### config.mk
export PLATFORM = sky130hd
export DESIGN_NAME = id_frame_parser
export DESIGN_NICKNAME = d
export VERILOG_FILES = /design/src/rtl/id_frame_parser.sv
export SDC_FILE = /design/constraint.sdc
export NUM_CORES = 1
export LEC_CHECK = 0
export BUFFER_PORTS_ARGS = -buffer_cell sky130_fd_sc_hd__buf_2
export CELL_PAD_IN_SITES_DETAIL_PLACEMENT = 1
export CELL_PAD_IN_SITES_GLOBAL_PLACEMENT = 2
export CORE_ASPECT_RATIO = 0.75
export CORE_UTILIZATION = 38
export DETAILED_ROUTE_END_ITERATION = 7
export HOLD_SLACK_MARGIN = 0.08
export PLACE_DENSITY_LB_ADDON = 0.1
export SLEW_MARGIN = 15
export SYNTH_ARGS = -nofsm -noshare
export SYNTH_HDL_FRONTEND = slang
export SYNTH_SLANG_ARGS = --single-unit
### constraint.sdc
create_clock -name clk -period 2.3 [get_ports clk]
set_input_delay 0.46 -clock clk [delete_from_list [all_inputs] [get_ports clk]]
set_output_delay 0.46 -clock clk [all_outputs]
set_load 0.02 [all_outputs]
### src/rtl/id_frame_parser.sv
`default_nettype none
// +--------------------------------------------------------------------------+
// | Module  : id_frame_parser                                                 |
// | Brief   : Parses letter + 9 digit ID frames, then streams the 10 codes.   |
// |           Define LOWERCASE_EN to also accept 'a'-'z' as the leading char. |
// | Revision: 1.0                                                             |
// +--------------------------------------------------------------------------+
module id_frame_parser (
    input  logic       clk,
    input  logic       rst_n,
    input  logic       in_valid,
    input  logic [7:0] in_char,
    output logic       in_ready,
    output logic       out_valid,
    output logic [5:0] out_id,
    output logic       fmt_err
);

    typedef enum logic [1:0] {
        S_COLLECT = 2'd0,
        S_EMIT    = 2'd1,
        S_GAP     = 2'd2
    } state_t;

    localparam logic [3:0] c_LAST_POS  = 4'd9;
    localparam logic [3:0] c_FRAME_LEN = 4'd10;
    localparam logic [1:0] c_GAP_LAST  = 2'd2;

    state_t     r_state;
    state_t     w_state_nx;
    logic [3:0] r_wr_idx;
    logic [3:0] w_wr_idx_nx;
    logic [3:0] r_rd_idx;
    logic [3:0] w_rd_idx_nx;
    logic [1:0] r_gap;
    logic [1:0] w_gap_nx;
    logic       r_in_ready;
    logic       r_out_valid;
    logic       w_out_valid_nx;
    logic [5:0] r_out_id;
    logic [5:0] w_out_id_nx;
    logic       r_fmt_err;
    logic       w_fmt_err_nx;
    logic [5:0] r_buf [0:9];
    logic       w_wr_en;
    logic [5:0] w_wr_code;

    logic [7:0] w_folded;
    logic       w_is_letter;
    logic       w_is_digit;
    logic       w_accept;
    logic       w_char_ok;
    logic [5:0] w_code;

    function automatic logic [5:0] f_letter_code(input logic [7:0] ch);
        case (ch)
            8'h41:   f_letter_code = 6'd10;
            8'h42:   f_letter_code = 6'd11;
            8'h43:   f_letter_code = 6'd12;
            8'h44:   f_letter_code = 6'd13;
            8'h45:   f_letter_code = 6'd14;
            8'h46:   f_letter_code = 6'd15;
            8'h47:   f_letter_code = 6'd16;
            8'h48:   f_letter_code = 6'd17;
            8'h49:   f_letter_code = 6'd34;
            8'h4A:   f_letter_code = 6'd18;
            8'h4B:   f_letter_code = 6'd19;
            8'h4C:   f_letter_code = 6'd20;
            8'h4D:   f_letter_code = 6'd21;
            8'h4E:   f_letter_code = 6'd22;
            8'h4F:   f_letter_code = 6'd35;
            8'h50:   f_letter_code = 6'd23;
            8'h51:   f_letter_code = 6'd24;
            8'h52:   f_letter_code = 6'd25;
            8'h53:   f_letter_code = 6'd26;
            8'h54:   f_letter_code = 6'd27;
            8'h55:   f_letter_code = 6'd28;
            8'h56:   f_letter_code = 6'd29;
            8'h57:   f_letter_code = 6'd32;
            8'h58:   f_letter_code = 6'd30;
            8'h59:   f_letter_code = 6'd31;
            8'h5A:   f_letter_code = 6'd33;
            default: f_letter_code = 6'd0;
        endcase
    endfunction

`ifdef LOWERCASE_EN
    assign w_folded = (in_char >= 8'h61 && in_char <= 8'h7A) ? (in_char - 8'h20) : in_char;
`else
    assign w_folded = in_char;
`endif

    // Digits are checked on the raw character so lowercase never passes there.
    assign w_is_letter = (w_folded >= 8'h41) && (w_folded <= 8'h5A);
    assign w_is_digit  = (in_char >= 8'h30) && (in_char <= 8'h39);
    assign w_accept    = in_valid && r_in_ready;
    assign w_char_ok   = (r_wr_idx == 4'd0) ? w_is_letter : w_is_digit;
    assign w_code      = (r_wr_idx == 4'd0) ? f_letter_code(w_folded) : {2'b00, in_char[3:0]};

    always_comb begin
        w_state_nx     = r_state;
        w_wr_idx_nx    = r_wr_idx;
        w_rd_idx_nx    = r_rd_idx;
        w_gap_nx       = r_gap;
        w_out_valid_nx = 1'b0;
        w_out_id_nx    = 6'd0;
        w_fmt_err_nx   = 1'b0;
        w_wr_en        = 1'b0;
        w_wr_code      = 6'd0;
        case (r_state)
            S_COLLECT: begin
                if (w_accept) begin
                    if (w_char_ok) begin
                        w_wr_en   = 1'b1;
                        w_wr_code = w_code;
                        if (r_wr_idx == c_LAST_POS) begin
                            // Slot 0 was written long ago, so the stream starts on this edge.
                            w_state_nx     = S_EMIT;
                            w_wr_idx_nx    = 4'd0;
                            w_out_valid_nx = 1'b1;
                            w_out_id_nx    = r_buf[0];
                            w_rd_idx_nx    = 4'd1;
                        end else begin
                            w_wr_idx_nx = r_wr_idx + 4'd1;
                        end
                    end else begin
                        w_fmt_err_nx = 1'b1;
                        w_wr_idx_nx  = 4'd0;
                    end
                end
            end
            S_EMIT: begin
                if (r_rd_idx == c_FRAME_LEN) begin
                    w_state_nx  = S_GAP;
                    w_rd_idx_nx = 4'd0;
                    w_gap_nx    = 2'd0;
                end else begin
                    w_out_valid_nx = 1'b1;
                    w_out_id_nx    = r_buf[r_rd_idx];
                    w_rd_idx_nx    = r_rd_idx + 4'd1;
                end
            end
            S_GAP: begin
                if (r_gap == c_GAP_LAST) begin
                    w_state_nx = S_COLLECT;
                end else begin
                    w_gap_nx = r_gap + 2'd1;
                end
            end
            default: begin
                w_state_nx  = S_COLLECT;
                w_wr_idx_nx = 4'd0;
            end
        endcase
    end

    always_ff @(posedge clk) begin
        if (!rst_n) begin
            r_state     <= S_COLLECT;
            r_wr_idx    <= 4'd0;
            r_rd_idx    <= 4'd0;
            r_gap       <= 2'd0;
            r_in_ready  <= 1'b0;
            r_out_valid <= 1'b0;
            r_out_id    <= 6'd0;
            r_fmt_err   <= 1'b0;
        end else begin
            r_state     <= w_state_nx;
            r_wr_idx    <= w_wr_idx_nx;
            r_rd_idx    <= w_rd_idx_nx;
            r_gap       <= w_gap_nx;
            r_in_ready  <= (w_state_nx == S_COLLECT);
            r_out_valid <= w_out_valid_nx;
            r_out_id    <= w_out_id_nx;
            r_fmt_err   <= w_fmt_err_nx;
        end
    end

    always_ff @(posedge clk) begin
        if (w_wr_en) begin
            r_buf[r_wr_idx] <= w_wr_code;
        end
    end

    assign in_ready  = r_in_ready;
    assign out_valid = r_out_valid;
    assign out_id    = r_out_id;
    assign fmt_err   = r_fmt_err;

endmodule
`default_nettype wire

## Word-level counts from Yosys, hierarchy flattened

Memories as Yosys holds them, arrays and structs flattened. A register that Yosys moved wholly into a read port is not among the register bits.
Cells that the tools add are included.

| operators by class | value |
|---|---|
| $add $sub $neg | 3 |
| order comparisons | 4 |
| equality and inequality tests | 10 |
| mux-type cells | 42 |
| bitwise operators | 1 |
| reduce and logical (&&, ||, !) cells | 13 |

Operators by type and width:

| operator | count |
|---|---|
| $mux W6 | 9 |
| $mux W4 | 9 |
| $pmux W4 S2 | 2 |
| $mux W2 | 7 |
| $pmux W6 S2 | 1 |
| $mux W1 | 11 |
| $ne A2 B2 Y1 const B | 5 |
| $add A4 B1 Y4 const B | 2 |
| $eq A4 B4 Y1 const B | 2 |
| $ge A8 B6 Y1 const B | 1 |
| $ge A8 B7 Y1 const B | 1 |
| $le A8 B6 Y1 const B | 1 |
| $le A8 B7 Y1 const B | 1 |
| $pmux W2 S3 | 1 |
| $reduce_and A3 Y1 | 2 |
| $eq A2 B2 Y1 const B | 2 |
| $logic_not A2 Y1 | 2 |
| $logic_not A4 Y1 | 1 |
| $pmux W2 S2 | 1 |
| $reduce_and A4 Y1 | 1 |
| $reduce_bool A2 Y1 | 2 |
| $logic_and A1 B1 Y1 | 3 |
| $add A2 B1 Y2 const B | 1 |
| $eq A2 B1 Y1 const B | 1 |
| 4 further kinds | 4 |

| storage, ports and cells | value |
|---|---|
| flip-flop bits (word level) | 21 |
| RAM bits | 60 |
| ROM bits | 768 |
| bits of input ports | 11 |
| output and inout port bits | 9 |
| word-level logic and storage cells | 83 |
| memories kept | 2 |

Memories:

| memory | depth | width | read ports | clocked after Yosys merged registers in | write ports | line | source |
|---|---|---|---|---|---|---|---|
| (no name shown) | 128 | 6 | 1 | 0 | 0 | 56 | `case (ch)` |
| r_buf | 10 | 6 | 2 | 1 | 1 | 44 | `logic [5:0] r_buf [0:9];` |

## Logic depth before layout (Yosys ltp)

| depth | value |
|---|---|
| depth in word-level cells | 8 |
| gate-level depth with buffers | 8 |
| gate-level depth less buffers | 7 |

## Worst setup path before layout

No wires, ideal clock.

| timing path | value |
|---|---|
| path type | reg2reg |
| from | register r_wr_idx[3] |
| to | memory r_buf[1][0] (enable) |
| setup time | 375 ps |
| arrival | 2163 ps |
| setup slack | -238 ps |
| cell stages (with the launch flop) | 8 |
| buffers on the path | 2 |
| clock period less this slack | 2538 ps |
| cell sequence | dfxtp_1 buf_6 or4_4 buf_6 nor3_4 a32o_2 nand3_4 nor4_2 |

| on the way | value |
|---|---|
| longest elaborated chain between the ends | 7 |

RTL lines:

| what | line | source |
|---|---|---|
| start: declaration | 31 | `logic [3:0] r_wr_idx;` |
| start signal: assignment | 169 | `r_wr_idx <= w_wr_idx_nx;` |
| $logic_not A4 Y1 | 97 | `assign w_char_ok = (r_wr_idx == 4'd0) ? w_is_letter : w_is_digit;` |
| $mux W1 | 97 |  |
| $mux W1 | 113 | `if (w_char_ok) begin` |
| $mux W1 | 112 | `if (w_accept) begin` |
| $mux W1 | 110 | `case (r_state)` |
| $mux W1 | 180 | `if (w_wr_en) begin` |
| $mux W1 (implied by the code) | 181 | `r_buf[r_wr_idx] <= w_wr_code;` |
| end: declaration | 44 |  |

Parallel ways exist; a longest one is shown, timed or not.

## Worst setup path after layout

| timing path | value |
|---|---|
| from | register r_wr_idx[2] |
| to | memory r_buf[2][2] (enable) |

Same word-level chain as after synthesis.

==> metrics <==
status finished with violations; failing checks setup timing; hold crit path type reg2reg; Seq/Total Area, Yosys 0.5583; FMAX 0.4329 GHz; Area Overhead vs Synth 22.45%; Port Buffers 19; DRC 0; cts bufs inserted 9; syn_area_per_cell around 12 um^2; Total GRT Usage 0.1913; P_leak between 1.5 and 2 nW; placed instance count between 500 and 600; Worst Path Arrival roughly 2.4 ns; initial core utilization 0.3962; routed len/inst ~19 um; DP Area approximately 4600 um^2; crit-path max FO 6; worst setup slack after layout -0.009805 ns; count leader, synth edfxtp_1; global-route wire length before repair roughly 16000 um; top cell type's share of synthesized area 0.4369; Setup CP Type reg2reg; root buffer cell clkbuf_16; vias 2785; cell depth of the worst flop-to-flop path 7; global route overflow 0; TritonCTS clock tree done; worst-margin pin slew ~0.51 ns; Crit-path slowest cell or4_4; fin util 0.4851; Clk Latency, worst-skew pair 0.34 ns; CTS H-tree depth 3; Clock Tree Buf Depth 2; DP Wirelength 6944 um; hold buffer count at CTS 0; Max stage delay on crit path about 0.57 ns; RePlAce Congestion ~0.75; DP Worst Slack -0.2646 ns; Die ar. about 11000 um^2; Setup-failing EPs final 6; Final Critical Period between 2 and 2.5 ns; Die W 122.3 um; WHS Path Cells 1; clock skew 0.006739 ns; largest net degree at the start of global routing 23; PwrDens 679.8 nW/um^2; Slew Viols, Final 0; top_reg_cell synth edfxtp_1; Max-slew headroom 0.6575; final period utilization 1.004; number of detailed-route iterations in the first pass 4; Max-Cap Viols 0; Nets roughly 410; list of most frequent post-synthesis cells edfxtp_1 (60), dfxtp_1 (25), a21oi_1 (21); CP top delay family simple AND/OR/NAND/NOR gates; Iter 0 DRT Violations 215; critical path, cell by cell or4_4, nor3_4, a32o_2, buf_6, nand4_1, nor3_2, buf_4; Min Hold Slack a little over 0.5 ns; post-synth cell types 53; final instance area slightly above 5000 um^2; area leader, netlist edfxtp_1; RSZ-0062 raised after global routing true; cell row count 32; Area contributors post-synth edfxtp_1 (44%), dfxtp_1 (12%), mux4_2 (6.6%); Synthesized Nets between 300 and 400; CTS sink cnt 85; Final Hold Viols 0; synth warn 0; Syn Inst Count between 300 and 400; clk slew on worst S/H paths roughly 0.06 ns; vias in the first global route ~2900; die height 92.22 um; synthesized flop and latch total 85; drt total wl slightly below 10000 um; post-route ant nets 0; asr flop ratio synth 0; Ports 20; post-route non-filler standard cell count 525; share of layout cells above drive strength 1 0.2776; Critical path buffers and inverters 2; Stages on worst setup path 7; Post-Syn Area around 4100 um^2; Worst VDD drop roughly 370 uV; initial antenna violation count 0; Worst EP required 2.34 ns; CP startpoint kind flop; Avg Vias per Cell around 5.3; core box area between 10000 and 15000 um^2; EDFF count, synth 60; CP Capture Type flop; # diodes 0
## cells by family (layout without fill, tap and decap cells)
group,after synthesis,in the layout,share of synthesized area
adders and majority gates,14,14,0.04248
and+or+nand+nor,101,101,0.1493
muxes,20,20,0.08495
xor gates and xnor gates,1,1,0.002124
AOI/OAI and AO/OA,81,81,0.1293
DFF,85,85,0.5583
buffers and inverters,32,87,0.03368
## placed cells by master, fill, tap and decap left out, drive strengths merged, types with 11 or more instances in the layout
master / n
buf: 61
edfxtp: 60
dfxtp: 25
a21oi: 21
o21ai: 20
nor2: 19
nor2b: 16
nand2: 16
ha: 14
mux4: 12
inv: 11
## sequential cells by signal (all words and copies together), names as in the netlist, named ones only
signal	flops
r_wr_idx	4
r_gap	2
out_valid	1
r_rd_idx	4
out_id	6
r_buf	60
fmt_err	1
in_ready	1
r_state	2
## final timing paths
| check | startpoint | endpoint | slack [ns] |
|---|---|---|---|
| hold / removal | r_buf[0][3] | out_id[3] | 0.50 |
| setup / recovery | r_wr_idx[2] | r_buf[2][2] | -0.01 |
| hold reg to reg | r_buf[0][3] | out_id[3] | 0.50 |
| setup reg to reg | r_wr_idx[2] | r_buf[2][2] | -0.01 |
## per-layer routing
metal | vias to the layer above | wire (um) | GRT usage | share of wire
met5 | - | 0 | 0 | 0
met4 | 0 | 96 | 0.05081 | 0.0097
met3 | 6 | 230 | 0.04291 | 0.023
met2 | 36 | 4527 | 0.2987 | 0.46
met1 | 1379 | 5071 | 0.2665 | 0.51
li1 | 1364 | - | - | -
## through the flow
| step | power (mW) | TNS [ns] |
|---|---|---|
| CTS | 3.458 | -1.798 |
| global placement | 1.792 | -8.232 |
| global route | 3.529 | -2.904 |
| detailed placement | 1.794 | -14.56 |
| finish | 3.433 | -0.03376 |
| floorplan | 1.732 | -7.213 |
## cell type report
| cell class | count | area [um^2] |
|---|---|---|
| repair buffers | 61 | 441.7 |
| flip-flops and latches | 85 | 2305 |
| fillers | 1094 | 5360 |
| clock inverters | 7 | 122.6 |
| multi-input cells | 217 | 1748 |
| clock buffers | 9 | 225.2 |
| well taps | 136 | 170.2 |
| inverters | 10 | 37.54 |
## report_power, final
part	switching [mW]	total [mW]	internal (mW)	leakage, nW
Clock	0.600	1.67	1.07	0.162
Sequential	0.00112	1.62	1.62	0.877
Combinational	0.0826	0.145	0.0622	0.855
## repair_timing
action                                  4_1_cts  5_1_grt
buffers inserted                              2        2
resized for setup                             9        6
pin swaps                                     4        5
endpoints found under the setup margin       84       68
Power figures use the tool's default switching activity.
